**src/rtl/omp_frame_collector.sv**
```systemverilog
// Frame collector for the OMP reconstruction pixel-write interface: captures sparse
// pixel writes into a frame buffer, then streams the whole frame over valid/ready.
module omp_frame_collector #(
  parameter int ADDR_W = 6,
  parameter int DATA_W = 24,
  parameter int CNT_W  = 8
) (
  input  logic              clk,
  input  logic              rst,
  input  logic              pixel_we,
  input  logic [ADDR_W-1:0] pixel_addr,
  input  logic [DATA_W-1:0] pixel_val,
  input  logic              done_all,
  output logic              m_valid,
  input  logic              m_ready,
  output logic [DATA_W-1:0] m_data,
  output logic [ADDR_W-1:0] m_addr,
  output logic              m_last,
  output logic              busy,
  output logic [ADDR_W:0]   pix_count,
  output logic [CNT_W-1:0]  frame_cnt,
  output logic              dup_err,
  output logic              drop_err
);

  localparam int DEPTH = 2 ** ADDR_W;
  localparam logic [ADDR_W-1:0] LAST_IDX = ADDR_W'(DEPTH - 1);
  localparam logic [ADDR_W-1:0] PREV_IDX = ADDR_W'(DEPTH - 2);

  typedef enum logic {CAPTURE = 1'b0, DRAIN = 1'b1} state_t;

  state_t            state;
  logic [DATA_W-1:0] mem [DEPTH];
  logic [DEPTH-1:0]  mask;
  logic [ADDR_W-1:0] idx;
  logic              cap_we;

  assign cap_we = (state == CAPTURE) && pixel_we && !rst;

  // Array is never cleared; validity of each entry comes from the written mask.
  always_ff @(posedge clk) begin
    if (cap_we) begin
      mem[pixel_addr] <= pixel_val;
    end
  end

  assign m_addr = idx;
  assign m_data = mask[idx] ? mem[idx] : '0;

  // Capture/drain state machine with registered handshake and status outputs.
  always_ff @(posedge clk) begin
    if (rst) begin
      state     <= CAPTURE;
      mask      <= '0;
      idx       <= '0;
      pix_count <= '0;
      frame_cnt <= '0;
      dup_err   <= 1'b0;
      drop_err  <= 1'b0;
      m_valid   <= 1'b0;
      m_last    <= 1'b0;
      busy      <= 1'b0;
    end else begin
      case (state)
        CAPTURE: begin
          if (pixel_we) begin
            mask[pixel_addr] <= 1'b1;
            if (mask[pixel_addr]) begin
              dup_err <= 1'b1;
            end else begin
              pix_count <= pix_count + (ADDR_W+1)'(1);
            end
          end
          // A same-edge write is captured above, so it lands in this frame.
          if (done_all) begin
            state   <= DRAIN;
            m_valid <= 1'b1;
            busy    <= 1'b1;
            idx     <= '0;
            m_last  <= (DEPTH == 1);
          end
        end
        DRAIN: begin
          if (pixel_we) begin
            drop_err <= 1'b1;
          end
          if (m_ready) begin
            if (idx == LAST_IDX) begin
              state     <= CAPTURE;
              m_valid   <= 1'b0;
              busy      <= 1'b0;
              m_last    <= 1'b0;
              mask      <= '0;
              pix_count <= '0;
              idx       <= '0;
              frame_cnt <= frame_cnt + CNT_W'(1);
            end else begin
              idx    <= idx + ADDR_W'(1);
              m_last <= (idx == PREV_IDX);
            end
          end
        end
        default: begin
          state <= CAPTURE;
        end
      endcase
    end
  end

endmodule

```
**config.mk**
```make
export PLATFORM = sky130hd
export DESIGN_NAME = omp_frame_collector
export DESIGN_NICKNAME = d
export VERILOG_FILES = /design/src/rtl/omp_frame_collector.sv
export SDC_FILE = /design/constraint.sdc
export NUM_CORES = 1
export LEC_CHECK = 0
export CAP_MARGIN = 20
export CORE_UTILIZATION = 55
export DETAILED_ROUTE_END_ITERATION = 8
export PLACE_DENSITY = 0.75
export SLEW_MARGIN = 20
export SYNTH_ARGS = -nofsm -noshare
export SYNTH_HDL_FRONTEND = slang
export SYNTH_SLANG_ARGS = --single-unit
```
**constraint.sdc**
```tcl
create_clock -name clk -period 5.53 [get_ports clk]
set_input_delay 0.8295 -clock clk [delete_from_list [all_inputs] [get_ports clk]]
set_output_delay 0.8295 -clock clk [all_outputs]
set_load 0.03 [all_outputs]
```
After elaboration in Yosys (flattened, before gate mapping)
Memories as Yosys holds them, arrays and structs flattened. A register that Yosys moved wholly into a read port is not among the register bits.
Cells that the tools add are included.

cells by class
  add/subtract/negate cells = 3
  magnitude comparators = 3
  equality and inequality tests = 7
  mux-type cells = 36
  bitwise operators = 2
  reduce and logical (&&, ||, !) cells = 11

operators with widths
  cell                                                                     number
  64-bit two-way mux                                                       3
  64-bit case mux with 2 select lines                                      1
  64-bit OR                                                                1
  6-bit two-way mux                                                        5
  7-bit two-way mux                                                        4
  24-bit two-way mux                                                       1
  6-bit by 7-bit < comparator with 1-bit output, second input constant     2
  1-bit two-way mux                                                        14
  7-bit case mux with 2 select lines                                       1
  1-bit binary-select mux with 6-bit select                                2
  6-bit equality test, second input constant                               2
  6-bit case mux with 2 select lines                                       1
  3-bit AND reduction                                                      4
  8-bit by 1-bit adder with 8-bit output, second input constant            1
  2-bit inequality test, second input constant                             4
  7-bit by 1-bit adder with 7-bit output, second input constant            1
  6-bit by 1-bit adder with 6-bit output, second input constant            1
  1-bit demux with 6-bit select                                            1
  6-bit by 1-bit >= comparator with 1-bit output, second input constant    1
  1-bit case mux with 2 select lines                                       3
  2-bit AND reduction                                                      2
  4-bit AND reduction                                                      1
  1-bit logical AND                                                        3
  2-bit by 1-bit inequality test with 1-bit output, second input constant  1
  other kinds (2)                                                          2

word-level totals
  bits in registers = 90
  bits in writable memories = 1536
  input port bits = 35
  output and inout port bits = 50
  logic and storage cells = 72
  memories = 1

memory list
  memory  depth  bits a word  read ports  clocked after memory_dff  wr ports  RTL line  RTL
  mem     64     24           1           1                         1         33        logic [DATA_W-1:0] mem [DEPTH];

Longest topological paths before layout
  word-level depth = 7
  gate-level depth with buffers = 9
  gate-level depth less buffers = 7

Worst setup path before layout
No wires, ideal clock.

  path type = in2reg
  start = in pixel_addr[0]
  end = mem mem[56][0] (enable)
  data arrival time = 3227 ps
  data required time = 5125 ps
  path slack = 1898 ps
  cell stages on the path = 6
  path buffers = 3
  cell sequence = buf_6 > buf_12 > clkbuf_1 > nor3_1 > nand2_1 > nor2_1

RTL lines
  what                RTL line  RTL
  start: declaration  11        input logic [ADDR_W-1:0] pixel_addr,
  end: declaration    33

Straight into the memory's write port.

==> flow_summary.yaml <==
outcome:
  status: "completed"
floorplanning:
  num_io_pins: 85
  core_um2: 113000
  dieArea_um2: 116000
  start_util: 0.557
  die_h_um: 340
  rows: 123
  fp.dieW_um: 340
power:
  p_per_area_nw_per_um2: 347
  p_leak_uw: 0.0215
  ir_worst_vdd_mv: 0.269
timing:
  worst_pin_slew_ns: 0.989
  rsz0062_at_grt: "no"
  finalSetupViolCount: 0
  slew-limit-headroom: 0.339
  fin_setup_tns_ns: 0
  min_period_ns: 5.34
  final-hold-violation-count: 0
  fin_skew_ns: 0.0466
  min_period_over_period: 0.965
  fmax_mhz: 187
  slew_violations: 0
yosys:
  ys_ff_latch: 1632
  synth_top_area_frac: 0.734
  synth_most_common_cell: "edfxtp_1"
  synth_seq_area_share: 0.765
  synth-edff-count: 1536
  async_flop_share: 0
  yosysUniqueCellTypes: 49
  ys.flop_type: "edfxtp_1"
  syn-cell-area_um2: 62800
  postSynthCellCount: 2772
  ys_warn_count: 0
  yosys-top-cells-area: "edfxtp_1 73%, mux4_2 18%, dfxtp_1 3.1%, nor2_1 0.99%, a21oi_1 0.81%"
  synth_fp_nets: 2811
  synth_common_cells: "1,536 x edfxtp_1, 510 x mux4_2, 166 x nor2_1, 102 x a21oi_1, 97 x clkbuf_1"
  synth_top_cell_by_area: "edfxtp_1"
  synth_area_per_cell_um2: 22.7
detailed_routing:
  first_pass_iters: 5
  routed_wl_um: 156000
  drc_errors: 0
  drt-vias-per-instance: 6.69
  wl_per_cell_um: 33.8
  via_count: 30786
  ant_nets: 0
  drt-initial-drc-count: 4418
global_routing:
  grt_pass1_wl_um: 222000
  grt_max_degree: 89
  gr-total-overflow: 0
  grt_pass1_vias: 31581
  antenna_found_initial: 5
  grtUsageTotal: 0.273
clock_tree:
  ctsResizeCount: 0
  clk_pin_slew_ns: 0.06
  cts_root_buf: "clkbuf_16"
  tritoncts: "done"
  cts_sinks: 1632
  htreeDepth: 4
  clockBufferDepth: 3
  post-cts-setup-buffer-count: 0
  clk_latency_ns: 0.78
  ctsHoldBuffers: 0
  cts_made_buffers: 160
cells_and_area:
  multi_input_area_um2: 14200
  finish.net_count: 3013
  fillCellCount: 7066
  area.growth.synth_to_final_pct: 13.2
  drive_gt1_frac: 0.306
  final_cells: 4599
  seq_area_um2: 48100
  final_area_um2: 71100
critical_path:
  cp_num_buf_inv: 3
  cp_max_fo: 36
  critPathSlowestCell: "clkdlybuf4s50_1"
  crit_family: "buffers and inverters"
  critical_path_required_ns: 4.70
  worstPathArrival_ns: 4.51
  endpoint_kind: "output pin"
  crit_type: "register to output pin"
  cp-start-kind: "register"
  max_stage_delay_ns: 0.64
  crit_chain: "buf_12 -> buf_12 -> mux4_2 -> mux4_2 -> a22oi_1 -> a21oi_1 -> clkdlybuf4s50_1"
place:
  io_buffers: 84
  gp_congestion: 0.830
  dp_cells: 4311
  dpl-instance-area_um2: 66100
  hpwlAfterDp_um: 80400
job:
  maxCapViolCount: 0
hold_path:
  hp-class: "register to register"
worst paths after layout:
path | from | endpoint | slack, ns | depth (start not counted)
setup reg to reg | m_addr[1]$_SDFFE_PP0P_ | mask[19]$_SDFFE_PP0P_ | 2.46 | 9
hold / removal | dup_err$_SDFFE_PP0P_ | dup_err$_SDFFE_PP0P_ | 0.47 | 2
setup / recovery | register | m_data[9] | 0.19 | 7
hold reg to reg | dup_err$_SDFFE_PP0P_ | dup_err$_SDFFE_PP0P_ | 0.47 | 2
layout by cell type, fill, tap and decap left out, types with 4 or more instances in the layout:
cell             instances
clkdlybuf4s50_1         60
nand3_1                 14
and3_1                   5
nand4_1                  5
buf_4                  116
a21oi_1                102
a22oi_1                 50
and2_1                   4
nand2_1                 26
or3_1                    6
clkbuf_1                35
buf_12                  22
dfxtp_1                 92
dfxtp_4                  4
clkbuf_16              167
clkinv_2                24
edfxtp_1              1536
ha_1                     4
nor3_1                   7
nand3b_1                 5
clkinv_1                36
nor2_2                  64
nor2b_1                  4
inv_1                    6
xor2_1                   6
or3b_1                   6
mux4_2                 510
bufinv_16                7
and4_1                   4
mux2i_1                 17
nor2_1                 101
power breakdown:
| part | internal, uW | leakage (uW) | total, uW | switching, uW |
|---|---|---|---|---|
| clock network | 5880 | 0.00244 | 10400 | 4540 |
| registers | 13500 | 0.0146 | 13500 | 16.6 |
| logic | 285 | 0.00446 | 756 | 471 |
| total | 19700 | 0.0215 | 24700 | 5030 |
layout make-up:
type | count | share of cell area
multi-input combinational | 972 | 0.200
timing repair buffer | 201 | 0.0271
inverter | 7 | 0.000369
tap | 1500 | 0.0264
clock buffer | 205 | 0.0610
clock inverter | 81 | 0.00932
antenna | 1 | 0.0000352
sequential | 1632 | 0.676
worst register-to-register path, stage by stage, from the launching register on:
cell	delay [ns]
dfxtp_1	0.97
buf_4	0.30
ha_1	0.21
inv_1	0.10
nor3_1	0.23
buf_4	0.24
nor2_1	0.21
nor2_1	0.47
a21oi_1	0.16
nor2_1	0.13
routing by layer:
layer  up-vias  global-route usage  share of wire
met3       333              0.0727           0.12
met1     16207               0.364           0.36
met5         -                   0        0.00030
met2      2076               0.441           0.49
met4         6              0.0919          0.032
li1      12164                   -              -
logic make-up after synthesis:
| kind of cell | Yosys count | synth area share |
|---|---|---|
| XOR/XNOR | 8 | 0.00112 |
| adder cells (fa/ha/maj) | 4 | 0.000797 |
| flip-flops | 1632 | 0.765 |
| buffers and inverters | 168 | 0.0116 |
| AND/OR/NAND/NOR | 268 | 0.0198 |
| multiplexers | 530 | 0.187 |
| AO/OA/AOI/OAI | 162 | 0.0153 |
flip-flops by register name (all words and copies together), names as in the netlist, named ones only:
signal / flops
mem: 1536
mask: 64
frame_cnt: 8
pix_count: 7
m_addr: 6
busy: 1
drop_err: 1
dup_err: 1
m_last: 1
state: 1
per-stage QoR:
step | setup slack (ns) | util | total power (uW) | hold WS [ns]
3_5_place_dp | 0.992 | 0.586 | 14500 | 0.456
2_1_floorplan | 1.90 | - | 14200 | 0.445
5_1_grt | 0.107 | 0.631 | 25300 | 0.486
3_3_place_gp | 1.05 | 0.586 | 14500 | 0.440
6_report | 0.194 | 0.631 | 24700 | 0.472
4_1_cts | 0.153 | 0.630 | 24800 | 0.470
Power figures use the tool's default switching activity.
